--- src/rtl/counter_pkg.sv ---
// Shared encodings for the LED counter sequencer: FSM states, presets, direction.
package counter_pkg;

  typedef enum logic [1:0] {
    ST_HOLD = 2'd0,
    ST_RUN  = 2'd1,
    ST_STEP = 2'd2,
    ST_LOAD = 2'd3
  } state_e;

  localparam logic [9:0] PRESET_0 = 10'h000;
  localparam logic [9:0] PRESET_1 = 10'h155;
  localparam logic [9:0] PRESET_2 = 10'h2AA;
  localparam logic [9:0] PRESET_3 = 10'h3FF;

  localparam logic DIR_UP   = 1'b0;
  localparam logic DIR_DOWN = 1'b1;

  function automatic logic [9:0] preset_value(input logic [1:0] sel);
    case (sel)
      2'd0:    preset_value = PRESET_0;
      2'd1:    preset_value = PRESET_1;
      2'd2:    preset_value = PRESET_2;
      default: preset_value = PRESET_3;
    endcase
  endfunction

endpackage

--- src/rtl/tick_gen.sv ---
// Free-running prescaler; TICK is high for the one cycle after the prescaler
// has held its all-ones value.
module tick_gen #(
  parameter int DIV_W = 23
) (
  input  logic CLK,
  input  logic RST,
  output logic TICK
);

  logic [DIV_W-1:0] r_presc;
  logic             r_tick;

  // NOTE: state registers use non-blocking assignments so every flop samples
  // the pre-edge values of its neighbours, matching real hardware.
  always_ff @(posedge CLK) begin
    if (RST) begin
      r_presc <= '0;
      r_tick  <= 1'b0;
    end else begin
      r_presc <= r_presc + DIV_W'(1);
      r_tick  <= &r_presc;
    end
  end

  assign TICK = r_tick;

endmodule

--- src/rtl/counter_sequencer.sv ---
// Command arbiter and 10-bit LED counter (HOLD/RUN/STEP/LOAD FSM).
// Define COUNTER_SEQ_AUTOSTOP_EN to stop RUN at LIMIT and pulse DONE.
module counter_sequencer
  import counter_pkg::*;
#(
  parameter int CNT_W = 10,
`ifdef COUNTER_SEQ_AUTOSTOP_EN
  parameter logic [CNT_W-1:0] LIMIT = CNT_W'(10'h3FF),
`endif
  parameter int DIV_W = 23
) (
  input  logic             CLK,
  input  logic             RST,
  input  logic             CMD_RUN,
  input  logic             CMD_STEP,
  input  logic             CMD_DIR,
  input  logic             CMD_LOAD,
  input  logic [1:0]       LOAD_SEL,
  output logic [CNT_W-1:0] COUNT,
  output logic [1:0]       STATE,
  output logic             TICK,
  output logic             WRAP,
  output logic             DONE
);

  state_e           r_state, w_state_nxt;
  logic [CNT_W-1:0] r_count, w_count_nxt;
  logic [1:0]       r_load_sel, w_load_sel_nxt;
  logic             r_wrap, w_wrap_nxt;
  logic             w_tick;
  logic             w_adv;
  logic [CNT_W-1:0] w_count_adv;
  logic             w_wrap_adv;

  tick_gen #(.DIV_W(DIV_W)) u_tick_gen (
    .CLK  (CLK),
    .RST  (RST),
    .TICK (w_tick)
  );

  assign w_count_adv = (CMD_DIR == DIR_DOWN) ? r_count - CNT_W'(1) : r_count + CNT_W'(1);
  assign w_wrap_adv  = (CMD_DIR == DIR_DOWN) ? (r_count == '0) : (&r_count);

`ifdef COUNTER_SEQ_AUTOSTOP_EN
  logic r_done, w_done_nxt;
  assign w_done_nxt = (r_state == ST_RUN) && w_tick && (w_count_adv == LIMIT);
`endif

  // NOTE: every output of this block gets a default first, so no path leaves
  // a signal unassigned and no latch is inferred.
  always_comb begin
    w_state_nxt    = r_state;
    w_count_nxt    = r_count;
    w_load_sel_nxt = r_load_sel;
    w_wrap_nxt     = 1'b0;
    w_adv          = 1'b0;
    case (r_state)
      ST_HOLD: begin
        if (CMD_LOAD) begin
          w_state_nxt    = ST_LOAD;
          w_load_sel_nxt = LOAD_SEL;
        end else if (CMD_STEP) begin
          w_state_nxt = ST_STEP;
        end else if (CMD_RUN) begin
          w_state_nxt = ST_RUN;
        end
      end
      ST_RUN: begin
        w_adv = w_tick;
        if (CMD_LOAD) begin
          w_state_nxt    = ST_LOAD;
          w_load_sel_nxt = LOAD_SEL;
        end else if (CMD_RUN) begin
          w_state_nxt = ST_HOLD;
`ifdef COUNTER_SEQ_AUTOSTOP_EN
        end else if (w_done_nxt) begin
          w_state_nxt = ST_HOLD;
`endif
        end
      end
      ST_STEP: begin
        w_adv       = 1'b1;
        w_state_nxt = ST_HOLD;
      end
      ST_LOAD: begin
        w_count_nxt = CNT_W'(preset_value(r_load_sel));
        w_state_nxt = ST_HOLD;
      end
      default: w_state_nxt = ST_HOLD;
    endcase
    // A LOAD never advances, so it can never raise WRAP.
    if (w_adv) begin
      w_count_nxt = w_count_adv;
      w_wrap_nxt  = w_wrap_adv;
    end
  end

  always_ff @(posedge CLK) begin
    if (RST) begin
      r_state    <= ST_HOLD;
      r_count    <= '0;
      r_load_sel <= 2'd0;
      r_wrap     <= 1'b0;
    end else begin
      r_state    <= w_state_nxt;
      r_count    <= w_count_nxt;
      r_load_sel <= w_load_sel_nxt;
      r_wrap     <= w_wrap_nxt;
    end
  end

`ifdef COUNTER_SEQ_AUTOSTOP_EN
  always_ff @(posedge CLK) begin
    if (RST) r_done <= 1'b0;
    else     r_done <= w_done_nxt;
  end
  assign DONE = r_done;
`else
  assign DONE = 1'b0;
`endif

  assign COUNT = r_count;
  assign STATE = r_state;
  assign TICK  = w_tick;
  assign WRAP  = r_wrap;

endmodule

--- config.mk ---
export PLATFORM = sky130hd
export DESIGN_NAME = counter_sequencer
export DESIGN_NICKNAME = d
export VERILOG_FILES = /design/src/rtl/counter_pkg.sv /design/src/rtl/tick_gen.sv /design/src/rtl/counter_sequencer.sv
export SDC_FILE = /design/constraint.sdc
export NUM_CORES = 1
export LEC_CHECK = 0
export CORE_AREA = 8 8 82 84
export DETAILED_ROUTE_END_ITERATION = 8
export DIE_AREA = 0 0 90 92
export MAX_ROUTING_LAYER = met4
export PLACE_DENSITY_LB_ADDON = 0.25
export SLEW_MARGIN = 20
export SYNTH_ARGS = -nofsm -noshare
export SYNTH_HDL_FRONTEND = slang
export SYNTH_SLANG_ARGS = --single-unit
export TNS_END_PERCENT = 1
--- constraint.sdc ---
create_clock -name CLK -period 4.1 [get_ports CLK]
set_input_delay 0.41 -clock CLK [delete_from_list [all_inputs] [get_ports CLK]]
set_output_delay 0.41 -clock CLK [all_outputs]
set_load 0.005 [all_outputs]
# [After elaboration in Yosys (flattened, before gate mapping)]
# Cells that the tools add are included.
[totals] ff_bits=39 input_bits=8 out_inout_bits=15 elab_cells=40
[op_classes] addsub=3 eq_ne=7 n_mux=12 bitwise_logic=1 reduce_logical=11
[op_table] cell="10-bit 2-to-1 mux" count=3
[op_table] cell="10-bit case mux with 3 select lines" count=1
[op_table] cell="23-bit by 1-bit adder with 23-bit output (second input constant)" count=1
[op_table] cell="23-bit AND reduction" count=1
[op_table] cell="10-bit by 1-bit adder with 10-bit output (second input constant)" count=1
[op_table] cell="10-bit zero test" count=1
[op_table] cell="2-bit 2-to-1 mux" count=5
[op_table] cell="10-bit AND reduction" count=1
[op_table] cell="10-bit by 1-bit subtractor with 10-bit output (second input constant)" count=1
[op_table] cell="2-bit == test (second input constant)" count=3
[op_table] cell="2-bit case mux with 3 select lines" count=1
[op_table] cell="2-bit OR reduction" count=3
[op_table] cell="2-bit by 1-bit == test with 1-bit output (second input constant)" count=2
[op_table] cell="2-bit zero test" count=2
[op_table] cell="4-bit inequality test (second input constant)" count=1
[op_table] cell="2-bit AND reduction" count=2
[op_table] cell="3-bit inequality test (second input constant)" count=1
[op_table] cell="1-bit case mux with 2 select lines" count=1
[op_table] cell="2-bit nonzero test" count=1
[op_table] cell="1-bit 2-to-1 mux" count=1
[op_table] cell="1-bit NOT" count=1

# [Longest topological paths before layout]
# Gate-level depths: netlist (run 1).
[logic_depth] word_depth=4 ltp_mapped=8 ltp_nobuf=7

# [By module]
# Synthesis (run 1) repeated with hierarchy kept, for this count alone.
[hier_totals] hier_cells=258 area_unflattened_um2=2232.1
[by_module_without_submodules] mod="counter_sequencer" instances=1 cells_each=142 area_each_um2=1192.4 seq_area_each_um2=300.3
[by_module_without_submodules] mod="tick_gen" instances=1 cells_each=116 area_each_um2=1039.7 seq_area_each_um2=480.5

# [Least setup slack after synthesis (run 1)]
# OpenSTA, ideal clock, no wires.
[synth_timing] path_type="input -> register" start="in CMD_DIR" end="reg r_count[8] (netlist: COUNT[8])" setup_ps=115 arrival_time_ps=1919 path_slack_ps=2065 stages=6 path_cell_list="fa_1 -> a21oi_1 -> o21ai_0 -> o221a_1 -> or4_1 -> and3_1"
[synth_between] elab_chain_len=2
[synth_rtl] element="start, declared" line_no="counter_sequencer.sv:16" source="input logic CMD_DIR,"
[synth_rtl] element="10-bit 2-to-1 mux" line_no="counter_sequencer.sv:41" source="assign w_count_adv = (CMD_DIR == DIR_DOWN) ? r_count - CNT_W'(1) : r_count + CNT_W'(1);"
[synth_rtl] element="10-bit 2-to-1 mux" line_no="counter_sequencer.sv:92" source="if (w_adv) begin"
[synth_rtl] element="end signal, assigned" line_no="counter_sequencer.sv:106" source="r_count <= w_count_nxt;"
[synth_rtl] element="end, declared" line_no="counter_sequencer.sv:27" source="logic [CNT_W-1:0] r_count, w_count_nxt;"
# Every way passes these cells.
# A chain may end at the register's enable or synchronous reset.

# [Final worst setup path (run 1)]
# Ends and elaborated chain as after synthesis.

==> flow_results.org, run 1 <==
** Clocking
- TritonCTS built the clock tree.
- Setup Buffers After CTS :: 0
- H-Tree Depth :: 2
- After clock tree synthesis, the flow added hold-fix buffers numbering 0.
- Root Buffer :: sky130_fd_sc_hd__clkbuf_8
- Skew-Pair Late Insertion Delay :: 0.29 ns
- Post-cts gate resize count :: 0
- Number of CTS-inserted buffers :: 5
- Number of clock sinks :: 39
- Clock-pin slew was measured on the worst setup and hold paths at roughly 0.080 ns.
- Number of buffers on the longest clock path :: 2

** Final layout
- The library cell used most frequently in the layout, excluding fill and tap cells, is sky130_fd_sc_hd__dfxtp_1.
- Summing all non-filler instances in the final layout gives an area of between 0.002 and 0.0025 sq mm.
- At the end of the flow, the number of nets in the layout was 284.
- Fraction of final layout cells with drive strength greater than 1 :: a little under 5%
- 0 antenna diodes ended up in the layout.
- In the layout the commonest cells are sky130_fd_sc_hd__dfxtp_1 (39), sky130_fd_sc_hd__nor2_1 (34), sky130_fd_sc_hd__clkdlybuf4s50_1 (21).
- For this run, the number of standard cells in the final layout without fillers is about 340.
- The area growth from synthesis to layout is 18.0%.

** Timing
- For this run, the top clock speed supported by timing is approximately 380 MHz.
- The clock arrives with 0.00690 ns of skew.
- The final count of pins violating max slew came to 0.
- In the final timing run, aggregate negative setup slack is 0 ns.
- Counting I/O delays and the setup requirement, the final critical path takes between 2 and 3 ns.
- The final number of hold-violating endpoints came to 0.
- Count of final setup violators :: 0
- Transition time at the pin with the least slew margin :: a little under 0.9 ns
- Unrepaired setup endpoints after global routing :: no
- In the finished design, the share of the clock period the worst path needs comes to 63.9%.
- The worst pin sits at a relative slew slack of a little over two fifths.
- Minimum setup slack in the final design :: roughly 1.5 ns

** Synth
- Of all cell types, the one taking the most synthesized area is sky130_fd_sc_hd__dfxtp_1.
- By area, the combinational part of the netlist is dominated by simple AND/OR/NAND/NOR gates.
- Sorting the synthesized cells by area gives the leading types as sky130_fd_sc_hd__dfxtp_1 (37%), sky130_fd_sc_hd__ha_1 (7.7%), sky130_fd_sc_hd__xor2_1 (6.2%).
- Xor and xnor area share after synthesis :: roughly a tenth
- Area share of and/or/nand/nor cells after synthesis :: 25.7%
- Adder-cell area share of the yosys netlist :: 8.67%
- Share of synthesized area spent on multiplexers :: between 2 and 3%
- Share of synthesized flip-flops with an asynchronous set or reset :: 0%
- The synthesized netlist devotes 12.8% of its cell area to compound gates.
- Number of warning messages in the yosys log :: 0
- Counting flops with a built-in enable in the synthesized netlist gives 0.
- Primary FF master, synth :: sky130_fd_sc_hd__dfxtp_1
- Count of mapped cells out of synthesis :: between 200 and 250
- After synthesis, the netlist uses 45 different library cells.
- Summed instance area of the synthesized netlist :: about 0.0021 sq mm
- Count of state elements after synthesis :: 39
- Synthesis produced a netlist with a net count of 264.
- Averaged over all synthesized cells, the footprint is a little under 9 sq um.
- The share of the Yosys chip area taken by registers is ~37%.
- Of the post-synthesis cell area, the dominant cell type holds 37.1%.

** Critical path
- The worst setup path is of the in -> reg kind.
- Endpoint kind of the worst setup timing path :: flop
- Sort of element at the start of the critical path :: input pin
- At the worst endpoint, the arrival time is 2.81 ns.
- In this run the worst path has a maximum fanout of 12.
- For the worst setup path, the data required time is approximately 4.3 ns.

** Die
- Row generation in the floorplan step produced 27 rows.
- For this configuration, the core starts out at a cell density of between 30% and 40%.
- The core region is 0.00541 sq mm.
- The floorplan step set the die height to between 90 and 100 um.
- The die is around 90 um wide.
- The die covers 0.00828 sq mm.
- 23 I/O pins were placed.

** Place
- Number of placed cells counting well taps :: 327
- Before CTS, the worst setup slack after placement is about 1.2 ns.
- The congestion estimate from routability-driven global placement came to 0.824.
- Placed Instance Area :: around 0.0024 sq mm
- Port buffering added 21 buffers.
- The HPWL after detailed placement is 3180 um.

** GRT
- Overall fraction of global-route tracks in use :: between 10 and 15%
- The number of global-route vias before repair was 1600.
- Pin count of the biggest net entering global routing :: 25
- Congestion Overflow GR :: 0
- The first global-routing pass estimated between 7000 and 8000 um of wire.
- The number of antenna violations at the first check in global routing came to 0.

** Power and ir drop
- The worst-case IR drop observed on VDD is about 0.0002 V.
- In this run the power density over the cells is roughly 360 mW/mm^2.
- P_leak :: 0.946 nW
- Overall power consumption after layout is estimated at 0.000903 W.

** Detailed routing
- Detailed routing inserted a total of about 1700 vias.
- After detailed routing, the number of remaining DRC violations is 0.
- In this run, the number of DRC markers left after iteration 0 of detailed routing was between 60 and 70.
- After detailed routing, the number of vias per cell comes to between 5 and 6.
- The count of nets left with antenna violations once routing finished came out at 0.
- The final layout contains routed wiring with a total length of ~4400 um.
- Mean routed wirelength per cell :: 13.1 um
- First-pass detailed-route iteration total :: 4

** Outcome
- Result of the run :: complete, no violations

** Min path
- Class of the most critical hold timing path :: reg -> reg

** Flow run
- Max_cap viols :: 0
-- Yosys cell counts (4+ instances only) --
library cell                n
sky130_fd_sc_hd__dfxtp_1   39
sky130_fd_sc_hd__nor2_1    34
sky130_fd_sc_hd__xor2_1    15
sky130_fd_sc_hd__nor4_1     5
sky130_fd_sc_hd__nand4_1    9
sky130_fd_sc_hd__and3_1     4
sky130_fd_sc_hd__nand2b_1   5
sky130_fd_sc_hd__ha_1      13
sky130_fd_sc_hd__xnor2_1    9
sky130_fd_sc_hd__clkbuf_1   4
sky130_fd_sc_hd__nor3_1     4
sky130_fd_sc_hd__nand3_1   14
sky130_fd_sc_hd__a21oi_1   14
sky130_fd_sc_hd__nand2_1   12
sky130_fd_sc_hd__o21ai_0    6
sky130_fd_sc_hd__inv_1      5
sky130_fd_sc_hd__mux2i_1    6
-- flip-flops by register name, summed over array words and instances, names as in the netlist --
signal / cells
COUNT: 10
u_tick_gen.TICK: 1
r_load_sel: 2
STATE: 2
WRAP: 1
u_tick_gen.r_presc: 23
-- path summary, 6_finish.rpt --
kind	slack, ns	depth (start not counted)	end	from
worst max-delay path	1.48	7	COUNT[8]	CMD_DIR
worst min-delay path	0.47	1	u_tick_gen.r_presc[0]	u_tick_gen.r_presc[0]
worst max register to register	1.85	6	COUNT[6]	STATE[0]
worst min register to register	0.47	1	u_tick_gen.r_presc[0]	u_tick_gen.r_presc[0]
-- power by group --
group / switching [W] / leakage [nW] / internal (W) / total [W]
combinational: 0.0000810 / 0.571 / 0.0000839 / 0.000165
sequential: 0.0000231 / 0.316 / 0.000396 / 0.000419
clock: 0.000138 / 0.0581 / 0.000181 / 0.000319
total: 0.000242 / 0.946 / 0.000661 / 0.000903
-- worst max-delay path, stage by stage --
cell and delay, ns:
sky130_fd_sc_hd__clkdlybuf4s50_1 0.67, sky130_fd_sc_hd__fa_1 0.56, sky130_fd_sc_hd__a21oi_1 0.19, sky130_fd_sc_hd__o21ai_0 0.15, sky130_fd_sc_hd__o221a_1 0.26, sky130_fd_sc_hd__or4_1 0.39, sky130_fd_sc_hd__and3_1 0.17
-- kinds of logic after synthesis --
logic type | Yosys count
xor gates and xnor gates | 24
and+or+nand+nor | 103
AOI/OAI and AO/OA | 41
DFF | 39
other | 1
adders and majority gates | 14
muxes | 6
buffers and inverters | 14
-- cell type report --
cell class / count / area, sq um
multi-input cells: 189 / 1270
inverters: 5 / 18.8
clock buffers: 5 / 68.8
clock inverters: 3 / 43.8
repair buffers: 22 / 218
well taps: 72 / 90.1
fillers: 550 / 2920
flip-flops and latches: 39 / 781
-- metrics by stage --
step / hold slack, ns / utilization, %
floorplan: 0.430 / -
detailed placement: 0.453 / 43.9
CTS: 0.472 / 46.0
global route: 0.517 / 46.0
finish: 0.466 / 46.0
global placement: 0.445 / 43.9
-- layer usage --
metal,share of wire [%],GRT usage [%]
met3,4.7,3.50
met5,0,-
met1,49,13.5
met2,45,16.9
met4,1.6,4.99
No activity file was read; power rests on OpenSTA's default activity.
==> run 2, diff against run 1 <==
==> constraint.sdc (replaced) <==
create_clock -name CLK -period 2.7 [get_ports CLK]
set_input_delay 0.27 -clock CLK [delete_from_list [all_inputs] [get_ports CLK]]
set_output_delay 0.27 -clock CLK [all_outputs]
set_load 0.005 [all_outputs]
==> flow_results.org, run 2 (synthesis results as in run 1) <==
** Timing
- Final critical delay including setup and external delays :: 2.19 ns
- The final count of pins violating max slew came to 0 (unchanged).
- The final critical-path setup slack was 0.515 ns (-0.967 ns).
- Tightest hold margin :: 0.467 ns (+0.000361 ns)
- Worst clock skew on the final layout :: 0.00623 ns (-0.000670 ns)
- The slew at the pin closest to its max-slew limit came to 0.531 ns (-0.335 ns).
- Unrepaired setup endpoints after global routing :: no
- Count of final setup violators :: 0 (unchanged)
- The final number of hold-violating endpoints is 0 (unchanged).
- Fraction of the cycle the final worst path needs :: 80.9%
- Based on the critical path, the design can be clocked at up to ~460 MHz.
- Headroom to the max-slew limit :: 64.2% (+22 points)
- Sum of negative setup slack :: 0 ns (unchanged)

** Detailed routing
- Via count :: 1743 (+0.057%)
- Detailed router's first-iteration violation count :: 94 (+52%)
- Mean routed wirelength per cell :: 12.8 um (-2.3%)
- Remaining design rule violation count :: 0 (unchanged)
- The remaining antenna violation count came to 0 (unchanged).
- Vias per cell :: 5.14 (-1.1%)
- Routed WL :: 4330 um (-1.1%)
- The number of detailed-route iterations in the first pass came to 4 (unchanged).

** GRT
- Antenna violations before repair :: 0 (unchanged)
- First-pass GRT wire length :: 7580 um (+0.46%)
- The number of global-route vias before repair came to 1665 (+4.1%).
- The largest net degree at the start of global routing was 42 (+68%).
- The total grt overflow came to 0 (unchanged).
- The total routing resource utilization after global routing is 11.1% (-0.12 points).

** Power and ir drop
- Reported net switching power :: 0.000355 W (+47%)
- The cell-internal power came to 0.00110 W (+67%).
- The static leakage was 0.972 nW (+2.8%).
- The worst IR drop on VDD is 0.000271 V (+36%).
- The clock share of power is 38.6% (+3.3 points).
- Net switching share of the total power :: 24.4% (-2.5 points)
- Ratio of total power to cell area :: 575 mW/mm^2 (+58%)
- The sequential cell fraction of total power is 43.7% (-2.7 points).
- The portion of total power attributed to combinational logic came to 17.7% (-0.6 points).

** Outcome
- Result of the run :: complete, no violations

** Critical path
- The highest fanout seen on the critical path was 5 (-7).
- The critical path buffer and inverter count was 2 (+1).
- Data required time of the critical path :: 2.88 ns (-1.41 ns)
- Worst setup path category :: in -> reg
- Sort of element at the start of the critical path :: input pin
- Endpoint kind of the worst setup timing path :: flop
- The maximum cell stage delay along the critical path is 0.49 ns (-0.18 ns).
- Top Family by Delay on Critical Path :: compound AO/OA/AOI/OAI gates
- CP Data Arrival Time :: 2.37 ns (-0.44 ns)
- Walking the worst path, the cells encountered are clkdlybuf4s50_1, buf_4, ha_1, a21o_1, a21oi_1, a21oi_1, o31a_1, o31a_1.
- The slowest stage of the critical path belongs to the cell sky130_fd_sc_hd__clkdlybuf4s50_1.

** Final layout
- The proportion of layout cells with a drive suffix above 1 came to 5.99% (+1.0 points).
- Register with the most flip-flops :: u_tick_gen.r_presc
- The area growth from synthesis to layout is 20.4%.
- The total number of nets in the final design was 288 (+1.4%).
- Most common cell after layout, fill and taps aside :: sky130_fd_sc_hd__dfxtp_1
- Utilization after layout :: 46.9% (+0.93 points)
- The number of flip-flops under the largest register name is 23 (unchanged).
- Design Area, Final :: 0.00254 sq mm (+2.0%)
- Number of inserted diodes :: 0 (unchanged)
- Leaving out fill and tap cells, the most frequent cells in the layout are sky130_fd_sc_hd__dfxtp_1 (39), sky130_fd_sc_hd__nor2_1 (34), sky130_fd_sc_hd__clkdlybuf4s50_1 (21).

** Die
- Die height :: 92 um (unchanged)
- The area inside the core boundary is 0.00541 sq mm (unchanged).
- Standard-cell rows :: 27 (unchanged)
- Starting Density :: 39.0% (unchanged)
- The I/O pin count is 23 (unchanged).
- Die extent in x :: 90 um (unchanged)
- The floorplan die area came to 0.00828 sq mm (unchanged).

** Min path
- Class of the most critical hold timing path :: reg -> reg

** Clocking
- The number of buffers added for setup after CTS was 0 (unchanged).
- Skew-Pair Late Insertion Delay :: 0.29 ns (about the same)
- Root Buffer :: sky130_fd_sc_hd__clkbuf_8
- CTS tree :: yes
- Post-cts gate resize count :: 0 (unchanged)
- Post-CTS Hold Buffers :: 0 (unchanged)
- The number of H-tree levels came to 2 (unchanged).
- Number of buffers on the longest clock path :: 2 (unchanged)
- The number of sinks on the clock net was 39 (unchanged).
- CTS clk-pin slew, worst paths :: 0.07 ns (about the same)
- The number of CTS-inserted buffers was 5 (unchanged).

** Place
- Last weighted congestion value of the routability-driven placer :: 0.828 (+0.58%)
- Total half-perimeter wirelength after legalization and detailed placement :: 3200 um (+0.36%)
- The worst slack after detailed placement was 0.213 ns (-0.953 ns).
- The number of buffer cells added on primary ports is 21 (unchanged).
- The total cell area at the placement stage was 0.00240 sq mm (+1.3%).

** Flow run
- The number of violations of the max-capacitance limit came to 0 (unchanged).
run 2: cell types whose count changed in the layout (fill, tap and decap cells not counted), sizes merged:
cell    delta
buf        +4
clkinv     -2
bufinv     +1
clkbuf     +1
run 2: cell type report:
type                    instances  area (sq um)
inverters                       5          18.8
well taps                      72          90.1
multi-input cells             189          1270
clock buffers                   6          72.6
repair buffers                 26           248
fillers                       548          2870
flip-flops and latches         39           781
clock inverters                 2          60.1
run 2: power groups by stage:
stage / combinational (W) / sequential (W) / clock, W
2_1_floorplan: 0.000167 / 0.000642 / 0
4_1_cts: 0.000260 / 0.000637 / 0.000587
3_5_place_dp: 0.000259 / 0.000650 / 0
6_report: 0.000258 / 0.000637 / 0.000563
3_3_place_gp: 0.000259 / 0.000650 / 0
5_1_grt: 0.000292 / 0.000641 / 0.000607
run 2: routing by layer:
metal  track usage [%]  vias to the layer above  wire length [um]
met5                 -                        -                 0
met4              3.47                        0                48
met3              3.67                        5               182
met2              18.0                       20              2010
met1              12.7                      807              2090
li1                  -                      911                 -
run 2: per-stage QoR:
step | std cells | total power [W]
final | 339 | 0.00146
after global routing | 339 | 0.00154
after CTS | 339 | 0.00148
after detailed placement | 331 | 0.000910
after global placement | 331 | 0.000909
after floorplan | 242 | 0.000810
run 2: path summary, 6_finish.rpt:
check / start / end / slack, ns / cells after the start
worst max-delay path: CMD_DIR / COUNT[9] / 0.51 / 8
worst min-delay path: u_tick_gen.r_presc[0] / u_tick_gen.r_presc[0] / 0.47 / 1
worst max register to register: COUNT[0] / COUNT[8] / 0.65 / 6
worst min register to register: u_tick_gen.r_presc[0] / u_tick_gen.r_presc[0] / 0.47 / 1
run 2: worst register-to-register path, delay by kind of cell, from the launching register on:
family	cells	cell delay, ns
compound gates	3	0.58
simple gates	2	0.55
fa+ha+maj	1	0.45
flops	1	0.39
==> run 3, diff against run 2 <==
==> constraint.sdc (replaced) <==
create_clock -name CLK -period 2.1 [get_ports CLK]
set_input_delay 0.21 -clock CLK [delete_from_list [all_inputs] [get_ports CLK]]
set_output_delay 0.21 -clock CLK [all_outputs]
set_load 0.005 [all_outputs]
==> flow_results.org, run 3 (synthesis results as in run 1) <==
** Outcome
- The run finished with clean final reports.

** Clocking
- CTS tree :: yes
- The number of CTS-inserted buffers was 5 (unchanged).
- CTS clk-pin slew, worst paths :: 0.07 ns (about the same)
- H-Tree Depth :: 2 (unchanged)
- Skew-Pair Late Insertion Delay :: 0.29 ns (about the same)
- Number of clock sinks :: 39 (unchanged)
- The cell sitting at the root of the clock tree is a sky130_fd_sc_hd__clkbuf_8.
- The worst-case clock buffer depth is 2 (unchanged).

** GRT
- Congestion Overflow GR :: 0 (unchanged)
- The first-pass GRT wire length is 8050 um (+6.1%).
- Pin count of the biggest net entering global routing :: 42 (unchanged)
- Number of global-route vias before repair :: 1738 (+4.4%)
- Antenna violations before repair :: 0 (unchanged)
- The total routing resource utilization after global routing came to 11.9% (+0.84 points).

** Timing
- The final critical path takes up around nine tenths of the cycle.
- Unrepaired setup endpoints after global routing :: no
- Worst clock skew on the final layout :: 0.00512 ns (-0.00112 ns)
- Final critical delay including setup and external delays :: approximately 1.9 ns
- The sum of negative setup slack is 0 ns (unchanged).
- Tightest hold margin :: 0.466 ns (-0.000189 ns)
- The relative slew slack came to 64.8% (+0.55 points).
- The slew at the pin closest to its max-slew limit is 0.523 ns (-0.00820 ns).
- Final Hold Fails :: 0 (unchanged)
- Derived from the worst setup path, the maximum achievable clock frequency is roughly 530 MHz.
- The final count of pins violating max slew came to 0 (unchanged).
- The setup-violating endpoint count in the final report was 0 (unchanged).

** Die
- Area of the die :: 0.00828 sq mm (unchanged)
- Standard-cell rows :: 27 (unchanged)
- Die height :: 92 um (unchanged)
- The starting utilization of the core area is 39.0% (unchanged).
- Die extent in x :: 90 um (unchanged)
- The area inside the core boundary is 0.00541 sq mm (unchanged).
- Top Ports :: 23 (unchanged)

** Power and ir drop
- The cell-internal power is 0.00122 W (+10%).
- The sequential cell fraction of total power came to 47.9% (+4.2 points).
- Net switching share of the total power :: 28.1% (+3.7 points)
- The net switching power came to 0.000476 W (+34%).
- The portion of total power attributed to combinational logic came to 23.5% (+5.8 points).
- The ratio of total power to cell area is 639 mW/mm^2 (+11%).
- Clock power share :: 28.6% (-10 points)
- The static leakage is 1.06 nW (+8.8%).
- The worst IR drop on VDD was 0.000406 V (+50%).

** Place
- The final HPWL from detailed placement was 3530 um (+10%).
- The number of buffer cells added on primary ports came to 21 (unchanged).
- The global placement routability congestion came to 0.828 (about the same).

** Min path
- Min-Delay Startpoint :: u_tick_gen.r_presc[0]
- The cell depth of the worst hold path came to 1 (unchanged).
- Class of the most critical hold timing path :: reg -> reg

** Detailed routing
- Detailed router's first-iteration violation count :: 75 (-20%)
- The remaining antenna violation count was 0 (unchanged).
- Remaining design rule violation count :: 0 (unchanged)
- The post-detailed-route via-to-cell ratio came to 5.10 (-0.75%).
- The average detailed-routed wire length per instance was 13.3 um (+4.3%).
- The number of detailed-route iterations in the first pass was 4 (unchanged).
- Via count :: 1832 (+5.1%)
- Routed WL :: 4780 um (+10%)

** Critical path
- Worst-case reg-to-reg path depth :: 6 (unchanged)
- Data required time of the critical path :: 2.29 ns (-0.59 ns)
- Start point of the critical path :: COUNT[0]
- STA classifies the critical path startpoint as a flop.
- The data arrival time of the worst path came to 2.07 ns (-0.30 ns).
- Worst setup path category :: reg -> reg
- Endpoint kind of the worst setup timing path :: flop
- The maximum cell stage delay along the critical path was 0.38 ns (-0.11 ns).
- The startpoint identified for the worst register-to-register timing path is COUNT[0].
- The signal on the critical path passes through fa_2, a21oi_2, o21ai_0, o221a_1, or4_1, and3_1.
- The highest fanout seen on the critical path was 2 (-3).
- The slowest stage of the critical path belongs to the cell sky130_fd_sc_hd__or4_1.

** Final layout
- Leaving out fill and tap cells, the most frequent cells in the layout are sky130_fd_sc_hd__dfxtp_1 (39), sky130_fd_sc_hd__nor2_1 (34), sky130_fd_sc_hd__buf_4 (25).
- Final-layout fill cell count :: 534 (-2.6%)
- The total number of nets in the final design is 308 (+6.9%).
- Area growth from synthesis to layout :: 25.8%
- Utilization after layout :: 49.0% (+2.1 points)
- The proportion of layout cells with a drive suffix above 1 was 13.6% (+7.6 points).
- The number of flip-flops under the largest register name was 23 (unchanged).
- u_tick_gen.r_presc holds more flip-flops than any other register.
- The library cell used most frequently in the layout, excluding fill and tap cells, is sky130_fd_sc_hd__dfxtp_1.
- The antenna diode count is 0 (unchanged).

** Flow run
- The number of violations of the max-capacitance limit is 0 (unchanged).
## run 3: cell types whose count changed in the layout (fill, tap and decap cells not counted), sizes merged
| cell | previous run | this run |
|---|---|---|
| clkinv | 0 | 1 |
| bufinv | 2 | 0 |
| clkbuf | 6 | 7 |
| clkdlybuf4s50 | 21 | 20 |
| buf | 5 | 25 |
| dlymetal6s2s | 0 | 1 |
## run 3: worst paths after layout
kind	endpoint	slack, ns
worst max-delay path	COUNT[8]	0.22
worst min-delay path	u_tick_gen.r_presc[0]	0.47
worst max register to register	COUNT[8]	0.22
worst min register to register	u_tick_gen.r_presc[0]	0.47
## run 3: per-stage QoR
step           worst slack [ns]  power [W]  instance area (sq um)  instances
2_1_floorplan             0.127    0.00104                   2110        242
3_3_place_gp             -0.306    0.00122                   2550        351
3_5_place_dp             -0.299    0.00122                   2550        351
4_1_cts                  0.0214    0.00171                   2640        359
5_1_grt                   0.128    0.00179                   2650        359
6_report                  0.219    0.00169                   2650        359
## run 3: cell type report
| cell class | instances | area (sq um) | share of cell area (%) |
|---|---|---|---|
| clock buffers | 7 | 76.3 | 2.88 |
| repair buffers | 46 | 400 | 15.1 |
| well taps | 72 | 90.1 | 3.40 |
| multi-input cells | 189 | 1280 | 48.3 |
| flip-flops and latches | 39 | 781 | 29.5 |
| clock inverters | 1 | 5.00 | 0.189 |
| inverters | 5 | 18.8 | 0.708 |
## run 3: repair_timing
item | CTS | global route
hold buffers | 0 | 0
gates resized for setup | 0 | 5
setup endpoints to repair | 0 | 4
buffers inserted | 0 | 0
## run 3: power groups by stage
stage | registers [W] | clock network (W) | logic, W
after floorplan | 0.000826 | 0 | 0.000215
after global placement | 0.000828 | 0 | 0.000392
after detailed placement | 0.000828 | 0 | 0.000391
after CTS | 0.000811 | 0.000506 | 0.000393
after global routing | 0.000817 | 0.000528 | 0.000440
final | 0.000812 | 0.000485 | 0.000397
## run 3: worst max-delay path, delay by kind of cell, from the launching register on
kind | cells | cell delay [ns]
flops | 1 | 0.34
simple gates | 2 | 0.55
compound gates | 3 | 0.52
fa+ha+maj | 1 | 0.37
## run 3: per-layer routing
metal	vias to the layer above	routed length (um)	global-route usage (%)
li1	957	-	-
met1	848	2370	14.4
met2	25	2200	18.7
met3	2	184	3.18
met4	0	21	4.44
met5	-	0	-
